## src/rtl/bs_pkg.sv

```systemverilog
// Shared types and constants for the Black-Scholes operand server and its controller.
package bs_pkg;

  localparam int DATASIZE = 192;
  localparam int BSMODS   = 2;

  typedef logic [DATASIZE-1:0] bs_record_t;

  typedef enum logic [2:0] {
    IDLE,
    ARB,
    ISSUE,
    WAIT,
    DONE
  } srv_state_t;

endpackage

```

## src/rtl/bs_operand_server_rr_arbiter.sv

```systemverilog
// Round-robin arbiter: one-hot grant, priority starts just after the last granted requester.
module rr_arbiter #(
  parameter int N = 2
) (
  input  logic         clock,
  input  logic         reset,
  input  logic [N-1:0] req,
  input  logic         advance,
  output logic [N-1:0] grant
);

  localparam int IDX_W = (N > 1) ? $clog2(N) : 1;

  logic [IDX_W-1:0] last;
  logic [IDX_W-1:0] grant_idx;
  logic [IDX_W-1:0] idx;
  logic             found;

  always_comb begin
    grant     = '0;
    grant_idx = last;
    idx       = last;
    found     = 1'b0;
    for (int k = 1; k <= N; k++) begin
      idx = IDX_W'((int'(last) + k) % N);
      if (!found && req[idx]) begin
        grant[idx] = 1'b1;
        grant_idx  = idx;
        found      = 1'b1;
      end
    end
  end

  // Pointer starts at the top slot so slot 0 wins the first arbitration.
  always_ff @(posedge clock) begin
    if (reset)
      last <= IDX_W'(N - 1);
    else if (advance && found)
      last <= grant_idx;
  end

endmodule

```

## src/rtl/bs_operand_server.sv

```systemverilog
// Operand server feeding the Black-Scholes controller from a synchronous-read record memory.
// Optional BS_SERVER_STATS_EN adds a saturating stall_cycles counter output.
module bs_operand_server #(
  parameter int BSMODS   = 2,
  parameter int DATASIZE = 192,
  parameter int ADDR_W   = 10,
  parameter int RD_LAT   = 2
) (
  input  logic                       clock,
  input  logic                       reset,
  input  logic                       load,
  input  logic [ADDR_W-1:0]          base_addr,
  input  logic [ADDR_W:0]            rec_count,
  input  logic [BSMODS-1:0]          SERVE_REG,
  input  logic [BSMODS-1:0]          BS_START,
  output logic                       mem_en,
  output logic [ADDR_W-1:0]          mem_addr,
  input  logic [DATASIZE-1:0]        mem_rdata,
  output logic [BSMODS*DATASIZE-1:0] operand,
  output logic [BSMODS-1:0]          hasUnusedData,
  output logic [BSMODS-1:0]          REG_READY,
  output logic                       OutOfData,
`ifdef BS_SERVER_STATS_EN
  output logic [15:0]                stall_cycles,
`endif
  output logic                       busy
);

  import bs_pkg::*;

  localparam int CNT_W = (RD_LAT > 1) ? $clog2(RD_LAT) : 1;

  srv_state_t        state, state_nx;
  logic [ADDR_W-1:0] next_addr;
  logic [ADDR_W:0]   remaining;
  logic [BSMODS-1:0] pending;
  logic [BSMODS-1:0] gnt;
  logic [BSMODS-1:0] arb_grant;
  logic [BSMODS-1:0] issue_mask;
  logic [BSMODS-1:0] fill_mask;
  logic [BSMODS-1:0] inflight;
  logic [BSMODS-1:0] req_ok;
  logic [CNT_W-1:0]  wait_cnt;
  logic              wait_last;
  logic              drain;
  logic              arb_adv;

  assign wait_last  = (wait_cnt == CNT_W'(RD_LAT - 1));
  assign drain      = (state == ARB) && (remaining == '0);
  assign arb_adv    = (state == ARB) && !drain && (|pending);
  assign issue_mask = (state == ISSUE) ? gnt : '0;
  assign fill_mask  = (state == WAIT && wait_last) ? gnt : '0;
  assign inflight   = (state == ISSUE || state == WAIT) ? gnt : '0;
  // A slot may only queue a request when it is empty, not being filled, and data remains.
  assign req_ok     = SERVE_REG & ~hasUnusedData & ~inflight & {BSMODS{~OutOfData}};

  assign mem_en   = (state == ISSUE);
  assign mem_addr = next_addr;

  rr_arbiter #(.N(BSMODS)) u_arb (
    .clock   (clock),
    .reset   (reset),
    .req     (pending),
    .advance (arb_adv),
    .grant   (arb_grant)
  );

  always_comb begin
    state_nx = state;
    unique case (state)
      IDLE:    if (load) state_nx = ARB;
      ARB:     if (drain) state_nx = DONE;
               else if (|pending) state_nx = ISSUE;
      ISSUE:   state_nx = WAIT;
      WAIT:    if (wait_last) state_nx = ARB;
      DONE:    state_nx = IDLE;
      default: state_nx = IDLE;
    endcase
  end

  always_ff @(posedge clock) begin
    if (reset) begin
      state         <= IDLE;
      next_addr     <= '0;
      remaining     <= '0;
      pending       <= '0;
      gnt           <= '0;
      wait_cnt      <= '0;
      operand       <= '0;
      hasUnusedData <= '0;
      REG_READY     <= '1;
      OutOfData     <= 1'b1;
      busy          <= 1'b0;
    end else begin
      state         <= state_nx;
      wait_cnt      <= (state == WAIT) ? wait_cnt + 1'b1 : '0;
      hasUnusedData <= (hasUnusedData & ~BS_START) | fill_mask;
      REG_READY     <= (REG_READY & ~issue_mask) | fill_mask;

      if (drain)
        pending <= '0;
      else
        pending <= (pending | req_ok) & ~issue_mask;

      if (arb_adv)
        gnt <= arb_grant;

      if (state == IDLE && load) begin
        next_addr <= base_addr;
        remaining <= rec_count;
        busy      <= 1'b1;
        OutOfData <= 1'b0;
      end

      if (drain)
        OutOfData <= 1'b1;

      if (state == ISSUE) begin
        next_addr <= next_addr + 1'b1;
        remaining <= remaining - 1'b1;
      end

      // Only one read is ever outstanding, so DONE never has a return to wait for.
      if (state == DONE)
        busy <= 1'b0;

      for (int i = 0; i < BSMODS; i++)
        if (fill_mask[i])
          operand[i*DATASIZE +: DATASIZE] <= mem_rdata;
    end
  end

`ifdef BS_SERVER_STATS_EN
  function automatic logic [15:0] sat_inc16(input logic [15:0] v);
    return (v == 16'hFFFF) ? v : v + 16'd1;
  endfunction

  always_ff @(posedge clock) begin
    if (reset)
      stall_cycles <= '0;
    else if (state == IDLE && load)
      stall_cycles <= '0;
    else if ((|pending) && state != ARB)
      stall_cycles <= sat_inc16(stall_cycles);
  end
`endif

endmodule
```

## config.mk

```make
export PLATFORM = sky130hd
export DESIGN_NAME = bs_operand_server
export DESIGN_NICKNAME = d
export VERILOG_FILES = /design/src/rtl/bs_pkg.sv /design/src/rtl/bs_operand_server_rr_arbiter.sv /design/src/rtl/bs_operand_server.sv
export SDC_FILE = /design/constraint.sdc
export NUM_CORES = 1
export LEC_CHECK = 0
export BUFFER_PORTS_ARGS = -buffer_cell sky130_fd_sc_hd__buf_2
export CAP_MARGIN = 20
export CORE_AREA = 2 2 240 242
export CTS_BUF_LIST = sky130_fd_sc_hd__clkbuf_16
export CTS_CLUSTER_DIAMETER = 50
export DETAILED_ROUTE_END_ITERATION = 12
export DIE_AREA = 0 0 242 244
export PLACE_DENSITY = 0.5
export REMOVE_ABC_BUFFERS = 1
export SETUP_SLACK_MARGIN = 0.1
export SYNTH_ARGS = -nofsm -noshare
export SYNTH_HDL_FRONTEND = slang
export SYNTH_SLANG_ARGS = --single-unit
export TNS_END_PERCENT = 30
```

## constraint.sdc

```tcl
create_clock -name clock -period 1.79 [get_ports clock]
set_input_delay 0.179 -clock clock [delete_from_list [all_inputs] [get_ports clock]]
set_output_delay 0.179 -clock clock [all_outputs]
set_load 0.03 [all_outputs]
```

==> impl_metrics.yaml, run 1 <==
synthesis:
  synth_cell_types: 47
  synth-edff-count: 0
  yosysMostFrequentCell: "nand2_1"
  yosysTopAreaCell: "dfxtp_1"
  syn_inst: 1883
  ys_top_cells_by_area: "dfxtp_1 (57%), nand2_1 (20%), a21oi_1 (14%)"
  ys.flop_type: "dfxtp_1"
  synthesis.area_mm2: 0.0148
  ys_seq_area_share_pct: 56.7
  syn_area_per_cell_um2: 7.87
  ys_seq_elements: 420
  yosysWarnings: 0
  synth_common_cells: "nand2_1 (789), dfxtp_1 (420), a21oi_1 (400)"
  synth-async-reset-ratio_pct: 0
  synth_top_cell_area_share_pct: 56.7
floorplanning:
  fp-row-count: 87
  num_io_pins: 621
  start_util_pct: 26.4
  fp.coreArea_mm2: 0.0562
  die_y_um: 244
  die_x_um: 242
  dieArea_mm2: 0.0590
timing:
  fin_tns_setup_ps: 0
  period_needed_ps: 1780
  finalSetupViolCount: 0
  fmax_ghz: 0.561
  drv_slew: 0
  fin_skew_ps: 19.1
  tightest_slew_ps: 467
  post-route-period-util_pct: 99.5
  slew_headroom_pct: 68.8
  hold_viol: 0
  rsz0062_at_grt: "true"
cts:
  cts_tree: "done"
  cts_buffers: 52
  clock-sinks: 420
  clock_path_buffers: 3
  cts.clk_slew.worst_paths_ps: 60
  root_buffer: "clkbuf_16"
  clock_latency_ps: 580
  htreeDepth: 2
setup_path:
  cp_data_arrival_time_ps: 1600
  crit_fanout: 2
  crit_path_max_incr_delay_ps: 420
  start_kind: "flop"
  crit_type: "flop to output pin"
  worstPathRequired_ps: 1610
  path_cells: "or3b_4 -> clkinv_8 -> buf_8 -> buf_6"
  worst_setup_path_end_kind: "output pin"
  cp_slowest_cell: "or3b_4"
final_layout:
  fin_nets: 3008
  final_util_pct: 45.9
  drive_gt1_share_pct: 40.0
  area_delta_synth_final_pct: 73.8
  multi_input_area_mm2: 0.00717
  ff_latch_area_mm2: 0.00841
  nFillCells: 5443
  finalNonFillerCells: 3579
global_routing:
  antenna_found_initial: 2
  grt_use_total_pct: 19.2
  grt_pass1_wl_mm: 90.6
  grt_max_degree: 92
  grt_overflow: 0
  grt_pass1_vias: 16100
placed_design:
  hpwl_mm: 40.7
  place.gp.congestion: 0.876
  port_buffers: 620
  dp_cells: 3215
status:
  status: "finished, final reports clean"
routing:
  first_pass_iters: 5
  wl_mm: 63.6
  drc: 0
  routed_via_density: 4.63
  vias: 16600
  wire_per_inst_um: 17.8
  drtAntennaViolNets: 0
  first_iter_violations: 655
power:
  power_density_mw_per_mm2: 811
  peakVddDrop_v: 0.000592
  p_total_mw: 20.9
  power_leakage_nw: 11.1
flow_run:
  maxCapViolCount: 0
min_path:
  hold_path.class: "input pin to flop"
worst max-delay path, delay by kind of cell (launching register included):
kind / cells / cell delay [ps]
AND/OR/NAND/NOR: 1 / 420
flip-flops: 1 / 330
buffers and inverters: 3 / 270
cells by family after synthesis:
| logic type | share of synthesized area, % |
|---|---|
| fa+ha+maj | 0.253 |
| buf+inv | 4.24 |
| mux | 0.152 |
| xor+xnor | 0.0591 |
| simple gates | 22.9 |
| compound gates | 15.7 |
| flops | 56.7 |
placed cells by master (no fill, tap or decap), types with 4 or more instances in the layout:
cell type        n
a211oi_1         4
a21oi_1        296
buf_8           16
nor4_1           4
nor3_1           5
inv_1           21
a311oi_1         4
dlygate4sd3_1  219
clkbuf_16       69
inv_8            4
a22oi_1          5
a31oi_1          9
clkinv_1         7
nand2_1        622
buf_2          618
a21oi_2        104
buf_4           46
nand2_4        100
o21ai_1          5
clkinv_2         7
buf_16          17
buf_12          31
nor2_1          22
nand2_2         67
nand3_1         11
buf_6           25
dfxtp_1        417
layer usage:
metal  wire length (um)  global-route usage (%)
met4               2290                    7.53
met3               4280                    4.85
met2              31500                    33.9
met1              25500                    22.1
met5                 13                       0
sequential cells by signal (all words and copies together) (netlist names):
signal         count
u_arb.last         1
busy               1
REG_READY          2
remaining         11
operand          384
state              3
mem_addr          10
wait_cnt           1
pending            2
OutOfData          1
hasUnusedData      2
gnt                2
final cells by class:
class | instances | share of cell area (%)
multi-input combinational | 1313 | 27.8
tap | 756 | 3.67
timing repair buffer | 988 | 29.6
inverter | 10 | 0.194
clock buffer | 53 | 5.15
antenna | 1 | 0.00971
sequential | 420 | 32.6
clock inverter | 38 | 0.898
path summary, 6_finish.rpt:
path	start	to	slack [ps]	depth (start not counted)
worst min-delay path	mem_rdata[123]	operand[315]$_SDFFE_PP0P_	400	4
worst max-delay path	state[1]$_SDFFE_PP0P_	mem_en	9	4
worst max register to register	state[2]$_SDFFE_PP0P_	operand[64]$_SDFFE_PP0P_	40	10
worst min register to register	operand[244]$_SDFFE_PP0P_	operand[244]$_SDFFE_PP0P_	450	2
report_power, final:
part           switching (mW)  total, mW  internal [mW]
clock network            4.15       9.67           5.51
logic                   0.858       1.71          0.853
registers              0.0861       9.51           9.43
total                    5.10       20.9           15.8
per-stage QoR:
stage | setup WS (ps) | cell area (um2) | hold WS, ps
3_5_place_dp | 56.1 | 19500 | 436
3_3_place_gp | 48.0 | 19500 | 430
5_1_grt | -59.0 | 25800 | 385
2_1_floorplan | -5040 | 14200 | 248
6_report | 8.77 | 25800 | 398
4_1_cts | -32.7 | 24200 | 351
repair_timing:
action                     in CTS  in global routing
pin swaps                     130                144
hold buffers                  219                  0
setup endpoints to repair      70                311
resized for setup             188                274
setup buffers                  12                 14
hold endpoints to repair      412                  0
gates cloned                    9                 19
(Power assumes the default switching activity.)
==> run 2: changes to the inputs <==
- PLACE_DENSITY: 0.5 -> not set
- PLACE_DENSITY_LB_ADDON: not set -> 0.08
- TNS_END_PERCENT: 30 -> not set
==> impl_metrics.yaml, run 2 (synthesis gave the netlist of run 1 again) <==
final_layout:
  num_antenna_cells: 0
  largest_reg_flops: 384
  most-common-layout-cells: "nand2_1 (701), buf_2 (618), dfxtp_1 (418), a21oi_1 (307), dlygate4sd3_1 (218)"
  drive_gt1_share_pct: 36.9
  area_delta_synth_final_pct: 72.2
  top_register: "operand"
  final_common_cell: "nand2_1"
  fin_nets: 3000
timing:
  period_needed_ps: 1790
  slew_headroom_pct: 67.2
  finalSetupViolCount: 0
  post-route-period-util_pct: 99.8
  fmax_ghz: 0.560
  rsz0062_at_grt: "true"
  drv_slew: 0
  timing.final.ws_setup_ps: 3.62
  tightest_slew_ps: 493
  fin_skew_ps: 33.2
  hold_viol: 0
setup_path:
  reg2reg_depth: 8
  crit_type: "flop to output pin"
  worst_setup_path_end_kind: "output pin"
  rr_endpoint: "operand[203]$_SDFFE_PP0P_"
  r2r_setup_slack_ps: 30
  path_cells: "or3b_4 -> clkinv_8 -> buf_12 -> buf_8"
  cp_num_buf_inv: 3
  crit_family: "simple AND/OR/NAND/NOR gates"
  crit_fanout: 2
  cp_slowest_cell: "or3b_4"
  cp_data_arrival_time_ps: 1610
  start_kind: "flop"
  crit_path_max_incr_delay_ps: 430
  r2r_start: "state[2]$_SDFFE_PP0P_"
  worstPathRequired_ps: 1610
power:
  power_density_mw_per_mm2: 881
  p_total_mw: 22.5
  peakVddDrop_v: 0.000655
  power_leakage_nw: 11.1
global_routing:
  grt_pass1_vias: 16000
  grt_use_total_pct: 20.6
  antenna_found_initial: 1
  grt_pass1_wl_mm: 95.5
  grt_max_degree: 82
  grt_overflow: 0
floorplanning:
  start_util_pct: 26.4
  num_io_pins: 621
  fp.coreArea_mm2: 0.0562
  die_y_um: 244
  dieArea_mm2: 0.0590
  die_x_um: 242
  fp-row-count: 87
routing:
  vias: 16400
  first_pass_iters: 5
  wl_mm: 67.1
  wire_per_inst_um: 18.8
  drtAntennaViolNets: 0
  first_iter_violations: 764
  drc: 0
  routed_via_density: 4.59
placed_design:
  place.gp.congestion: 0.836
  port_buffers: 620
  dpl_worst_slack_ps: -7.70
  hpwl_mm: 42.9
status:
  status: "finished, final reports clean"
cts:
  htreeDepth: 2
  cts_buffers: 59
  clock_path_buffers: 3
  root_buffer: "clkbuf_16"
  cts.clk_slew.worst_paths_ps: 50
  clock_latency_ps: 610
  cts_tree: "done"
  clock-sinks: 420
min_path:
  holdCritStartpoint: "rec_count[10]"
  whs_path_depth: 3
  hold_path.class: "input pin to flop"
  min_to: "remaining[10]$_SDFFE_PP0P_"
flow_run:
  maxCapViolCount: 0
-- run 2: cell count changes in the layout (fill, tap and decap cells not counted), moves of 7 or more --
| cell | delta |
|---|---|
| clkbuf_16 | +7 |
| clkinvlp_4 | +8 |
| nand2_1 | +79 |
| buf_8 | -7 |
| a21oi_1 | +11 |
| buf_6 | -16 |
| nand2_2 | -45 |
| a21oi_2 | -11 |
| nand2_4 | -34 |
-- run 2: through the flow --
step	instance area [um2]	setup TNS, ps	hold WS, ps	utilization (%)	std cells
2_1_floorplan	14200	-1936950	248	-	1743
3_3_place_gp	19300	0	431	34.4	3193
3_5_place_dp	19300	-9.62	436	34.4	3193
4_1_cts	24000	-57.3	18.4	42.8	3546
5_1_grt	25500	-3420	42.4	45.5	3578
6_report	25500	0	54.8	45.5	3578
-- run 2: worst max path at each step --
stage,from,depth (start not counted),slack (ps),endpoint
5_1_grt,state[2]$_SDFFE_PP0P_,10,-50,operand[268]$_SDFFE_PP0P_
2_1_floorplan,state[2]$_SDFFE_PP0P_,4,-5040,operand[192]$_SDFFE_PP0P_
3_3_place_gp,state[1]$_SDFFE_PP0P_,6,3,remaining[10]$_SDFFE_PP0P_
3_5_place_dp,state[2]$_SDFFE_PP0P_,7,-8,operand[275]$_SDFFE_PP0P_
6_report,state[2]$_SDFFE_PP0P_,4,4,mem_en
4_1_cts,state[1]$_SDFFE_PP0P_,4,-30,mem_en
-- run 2: layout make-up --
cell class              instances  area, um2
multi-input cells            1313       6760
flip-flops and latches        420       8410
clock inverters                46        389
fillers                      5708      30600
repair buffers                973       7480
clock buffers                  60       1500
inverters                      10       50.0
well taps                     756        946
-- run 2: layer usage --
metal / global-route usage (%) / vias to the layer above / wire, um / part of all wire [%]
li1: - / 7965 / - / -
met1: 24.0 / 7769 / 26800 / 40
met2: 34.9 / 559 / 33000 / 49
met3: 5.94 / 143 / 4490 / 6.7
met4: 9.40 / 2 / 2800 / 4.2
met5: 0 / - / 13 / 0.019
-- run 2: power breakdown --
part           switching (mW)  internal, mW
logic                   0.853         0.818
registers              0.0879          9.43
clock network            4.51          6.79
total                    5.45          17.0
-- run 2: what timing repair did --
| item | CTS | global route |
|---|---|---|
| endpoints found under the setup margin | 188 | 399 |
| hold endpoints to repair | 410 | 0 |
| cloned | 10 | 21 |
| gates resized for setup | 43 | 260 |
| hold buffers | 218 | 0 |
| pin swaps | 6 | 134 |
| setup buffers | 19 | 11 |
-- run 2: worst register-to-register path, delay by kind of cell (launching register included) --
family                 cells  cell delay [ps]
AND/OR/NAND/NOR            3              630
buffers and inverters      4              660
AO/OA/AOI/OAI              1               50
flip-flops                 1              320
